`src/rtl/cpu_pipe_pkg.sv`:
```
// rtl/cpu_pipe_pkg.sv - shared constants for the CPU inter-stage pipeline registers
package cpu_pipe_pkg;

  // Default payload width of one inter-stage register.
  localparam int unsigned DATA_W_DEF = 32;

  // Field placement inside a packed MEM/WB payload (LSB offsets and widths).
  localparam int unsigned MEMWB_ALU_LSB      = 0;
  localparam int unsigned MEMWB_ALU_W        = 32;
  localparam int unsigned MEMWB_DM_LSB       = MEMWB_ALU_LSB + MEMWB_ALU_W;
  localparam int unsigned MEMWB_DM_W         = 32;
  localparam int unsigned MEMWB_RT_LSB       = MEMWB_DM_LSB + MEMWB_DM_W;
  localparam int unsigned MEMWB_RT_W         = 5;
  localparam int unsigned MEMWB_RD_LSB       = MEMWB_RT_LSB + MEMWB_RT_W;
  localparam int unsigned MEMWB_RD_W         = 5;
  localparam int unsigned MEMWB_REGDST_LSB   = MEMWB_RD_LSB + MEMWB_RD_W;
  localparam int unsigned MEMWB_REGSRC_LSB   = MEMWB_REGDST_LSB + 1;
  localparam int unsigned MEMWB_REGWRITE_LSB = MEMWB_REGSRC_LSB + 1;
  localparam int unsigned MEMWB_W            = MEMWB_REGWRITE_LSB + 1;

endpackage

```
`src/rtl/pipe_stage.sv`:
```
// rtl/pipe_stage.sv - one elastic pipeline stage: valid bit plus payload register
module pipe_stage
  import cpu_pipe_pkg::*;
#(
  parameter int unsigned DATA_W = DATA_W_DEF
) (
  input  logic              clk,
  input  logic              rst_n,
  input  logic              flush_i,
  input  logic              adv_i,
  input  logic              valid_i,
  input  logic [DATA_W-1:0] data_i,
  output logic              valid_o,
  output logic [DATA_W-1:0] data_o
);

  logic              valid_q, valid_d;
  logic [DATA_W-1:0] data_q, data_d;

  // Next state: flush kills the beat; otherwise advance takes the upstream
  // valid, and the payload only moves when a real beat moves in.
  always_comb begin
    valid_d = valid_q;
    data_d  = data_q;
    if (flush_i) begin
      valid_d = 1'b0;
    end else if (adv_i) begin
      valid_d = valid_i;
      if (valid_i) begin
        data_d = data_i;
      end
    end
  end

  // Stage registers, cleared asynchronously.
  always_ff @(posedge clk or negedge rst_n) begin
    if (!rst_n) begin
      valid_q <= 1'b0;
      data_q  <= '0;
    end else begin
      valid_q <= valid_d;
      data_q  <= data_d;
    end
  end

  assign valid_o = valid_q;
  assign data_o  = data_q;

endmodule

```
`src/rtl/pipe_reg_chain.sv`:
```
// rtl/pipe_reg_chain.sv - elastic valid/ready register chain with bubble collapse and flush
module pipe_reg_chain
  import cpu_pipe_pkg::*;
#(
  parameter int unsigned DATA_W = DATA_W_DEF,
  parameter int unsigned DEPTH  = 1,
  parameter int unsigned CNT_W  = $clog2(DEPTH + 1)
) (
  input  logic              clk,
  input  logic              rst_n,
  input  logic              in_valid,
  output logic              in_ready,
  input  logic [DATA_W-1:0] in_data,
  output logic              out_valid,
  input  logic              out_ready,
  output logic [DATA_W-1:0] out_data,
  input  logic              flush,
  output logic [DEPTH-1:0]  stage_valid,
  output logic [CNT_W-1:0]  occupancy
);

  logic [DEPTH-1:0]             valid;
  logic [DEPTH-1:0]             adv;
  logic [DEPTH-1:0][DATA_W-1:0] data;

  for (genvar k = 0; k < DEPTH; k++) begin : g_stage
    // A stage may advance when the output drains or any stage from here to
    // the output is empty, so bubbles are squeezed out behind a stall.
    assign adv[k] = out_ready | ~(&valid[DEPTH-1:k]);

    if (k == 0) begin : g_head
      pipe_stage #(.DATA_W(DATA_W)) u_stage (
        .clk     (clk),
        .rst_n   (rst_n),
        .flush_i (flush),
        .adv_i   (adv[k]),
        .valid_i (in_valid),
        .data_i  (in_data),
        .valid_o (valid[k]),
        .data_o  (data[k])
      );
    end else begin : g_body
      pipe_stage #(.DATA_W(DATA_W)) u_stage (
        .clk     (clk),
        .rst_n   (rst_n),
        .flush_i (flush),
        .adv_i   (adv[k]),
        .valid_i (valid[k-1]),
        .data_i  (data[k-1]),
        .valid_o (valid[k]),
        .data_o  (data[k])
      );
    end
  end

  // Occupancy is the popcount of the registered valid bits.
  always_comb begin
    occupancy = '0;
    for (int k = 0; k < DEPTH; k++) begin
      occupancy = occupancy + CNT_W'(valid[k]);
    end
  end

  assign in_ready    = adv[0];
  assign out_valid   = valid[DEPTH-1];
  assign out_data    = data[DEPTH-1];
  assign stage_valid = valid;

endmodule

```
`config.mk`:
```
export PLATFORM = sky130hd
export DESIGN_NAME = pipe_reg_chain
export DESIGN_NICKNAME = d
export VERILOG_FILES = /design/src/rtl/cpu_pipe_pkg.sv /design/src/rtl/pipe_stage.sv /design/src/rtl/pipe_reg_chain.sv
export SDC_FILE = /design/constraint.sdc
export NUM_CORES = 1
export LEC_CHECK = 0
export BUFFER_PORTS_ARGS = -buffer_cell sky130_fd_sc_hd__buf_2
export CORE_UTILIZATION = 43
export CTS_CLUSTER_DIAMETER = 60
export DETAILED_ROUTE_END_ITERATION = 12
export GPL_TIMING_DRIVEN = 0
export PLACE_DENSITY = 0.79
export SYNTH_ARGS = -nofsm -noshare
export SYNTH_HDL_FRONTEND = slang
export SYNTH_SLANG_ARGS = --single-unit
```
`constraint.sdc`:
```
create_clock -name clk -period 1.6 [get_ports clk]
set_input_delay 0.32 -clock clk [delete_from_list [all_inputs] [get_ports clk]]
set_output_delay 0.32 -clock clk [all_outputs]
set_load 0.05 [all_outputs]
```
==> metrics.txt <==
post-DP HPWL=about 1700 um; area post-placement=1680 um^2; layout cell share with drive strength beyond 1=77.6%; CTS Sinks=33; post-CTS sizing=0; Syn-to-layout area delta=37.4%; Synth warnings=0; first-pass GRT wire length=between 3000 and 4000 um; #FFs+latches synth=33; setup slack, reg-to-reg=80 ps; Hold Buf Count CTS=0; number of port buffers=72; fillers=between 200 and 250; worst setup margin=~77 ps; postcts setup bufs=0; Reg2Reg Depth=4; Overflow after GRT=0; status=complete, no violations; setup_tns=0 ps; total track usage=around 17%; Finish-stage setup viols=0; slew margin rel.=52.8%; Mapped Cells=75; die area=~3200 um^2; Core Util, Final=between 60% and 70%; post-route ant nets=0; startpoint types=register; Post-Syn Area per Cell=17.0 um^2; Core Rows=19; Net Count, Synth=112; Residual DRC=0; Worst Hold Class=input port to asynchronous set/reset pin; I/O pins=73; final instance area=around 1800 um^2; Detailed Routing Iterations Pass 1=4; vias in the first global route=between 900 and 1000; fin. max-slew vios=0; routability congestion estimate from global placement=approximately 0.7; register area share after synthesis=~65%; Max Cap Viol=0; CTS max path bufs=2; mapped cell area=~1300 um^2; largest net degree at the start of global routing=34; H-tree Lvls=2; FF-to-FF End=g_stage[0].g_head.u_stage.data_o[7]; crit-path max FO=10; Skew-Pair Late Insertion Delay=320 ps; core area=between 2000 and 3000 um^2; Worst Skew=1.99 ps; final period utilization=95.2%; CTS tree=built; final hold viol count=0; CP endpoint kind=register; Power Dens Cells=between 1000 and 1500 nW/um^2; Tot Pwr=approximately 2.5 mW; worst path arrival time=1730 ps; Avg WL per Cell=11.9 um; worst setup path category=register to register; antenna violations before repair=0; Die Wd=56.5 um; diodes inserted=0; Worst Tran Pin Value=708 ps; Worst IR Drop VDD=about 1100 uV; Peak Freq=around 0.66 GHz; Critical Path RT=~1800 ps; Final min period=roughly 1500 ps; Clock Root Buffer=clkbuf_4; pre-CTS setup slack=~29 ps; Die H=about 57 um; clock slew at reported path FFs=90 ps; Netlist cell types=8; drt via density=~4.7; vias=slightly below 900; Routed WL=roughly 2200 um; initial DRC count=18; leak pwr=0.885 nW; worst r2r src=g_stage[0].g_head.u_stage.valid_o; number of CTS-inserted buffers=5; RSZ-0062 raised after global routing=no; Initial Util=between 40% and 50%; # nets final=roughly 190
## synth_stat cells
cell | count | area share, %
nor3b_4 | 1 | 1.5
mux2_2 | 32 | 28
nor2_1 | 2 | 0.59
buf_6 | 3 | 2.6
dfrtp_1 | 33 | 65
buf_4 | 2 | 1.2
inv_1 | 1 | 0.29
nor2b_4 | 1 | 1.1
## power breakdown
part | internal, mW | total [mW] | switching [mW]
logic | 0.259 | 0.918 | 0.658
registers | 0.973 | 1.04 | 0.0631
clock network | 0.254 | 0.511 | 0.257
## how the worst max path moves through the flow
| stage | start | end | slack (ps) | depth (start not counted) |
|---|---|---|---|---|
| floorplan | g_stage[0].g_head.u_stage.valid_o | g_stage[0].g_head.u_stage.data_o[0] | 2 | 4 |
| global placement | g_stage[0].g_head.u_stage.valid_o | g_stage[0].g_head.u_stage.data_o[7] | 60 | 4 |
| detailed placement | g_stage[0].g_head.u_stage.valid_o | g_stage[0].g_head.u_stage.data_o[7] | 30 | 4 |
| CTS | g_stage[0].g_head.u_stage.valid_o | g_stage[0].g_head.u_stage.data_o[26] | 10 | 4 |
| global route | g_stage[0].g_head.u_stage.valid_o | g_stage[0].g_head.u_stage.data_o[26] | 8 | 4 |
| finish | g_stage[0].g_head.u_stage.valid_o | g_stage[0].g_head.u_stage.data_o[7] | 80 | 4 |
## flip-flops by register name, summed over array words and instances, names as in the netlist
name                            cells
g_stage.g_head.u_stage.valid_o      1
g_stage.g_head.u_stage.data_o      32
## logic make-up (layout without fill, tap and decap cells)
logic type	after synthesis	count (layout)	synth area share [%]
buf+inv	6	87	4.11
simple gates	4	4	3.13
flops	33	33	64.6
mux	32	32	28.2
## layout by cell type (no fill, tap or decap)
| cell type | netlist | layout |
|---|---|---|
| dfrtp_2 | 0 | 1 |
| dfrtp_1 | 33 | 32 |
| inv_1 | 1 | 1 |
| buf_2 | 0 | 72 |
| clkinv_2 | 0 | 1 |
| buf_6 | 3 | 3 |
| clkbuf_4 | 0 | 5 |
| mux2_2 | 32 | 32 |
| buf_4 | 2 | 3 |
| clkbuf_8 | 0 | 2 |
| nor3b_4 | 1 | 1 |
| nor2b_4 | 1 | 1 |
| nor2_1 | 2 | 2 |
## worst max-delay path, cell delays in order (launching register included)
cell     delay [ps]
dfrtp_2         430
nor2b_4         140
nor3b_4         310
buf_6           200
mux2_2          340
## routing by layer
metal  share of wire [%]  GRT usage, %
met5                   0             0
met3                  12          9.45
met4                 1.0          5.23
met1                  39          18.5
met2                  48          26.9
## stage by stage
step / std cells / hold WS [ps]
finish: 187 / 40.1
global route: 187 / 63.4
CTS: 186 / 41.4
detailed placement: 178 / 412
global placement: 178 / 396
floorplan: 75 / 24.4
## final cells by class
| cell class | instances | area, um^2 | share of cell area [%] |
|---|---|---|---|
| buffer | 5 | 48.8 | 2.78 |
| clock buffer | 7 | 65.1 | 3.70 |
| clock inverter | 1 | 5.00 | 0.285 |
| inverter | 1 | 3.75 | 0.214 |
| multi-input combinational | 36 | 400 | 22.8 |
| sequential | 33 | 827 | 47.1 |
| tap | 31 | 38.8 | 2.21 |
| timing repair buffer | 73 | 368 | 20.9 |
Power figures use the tool's default switching activity.
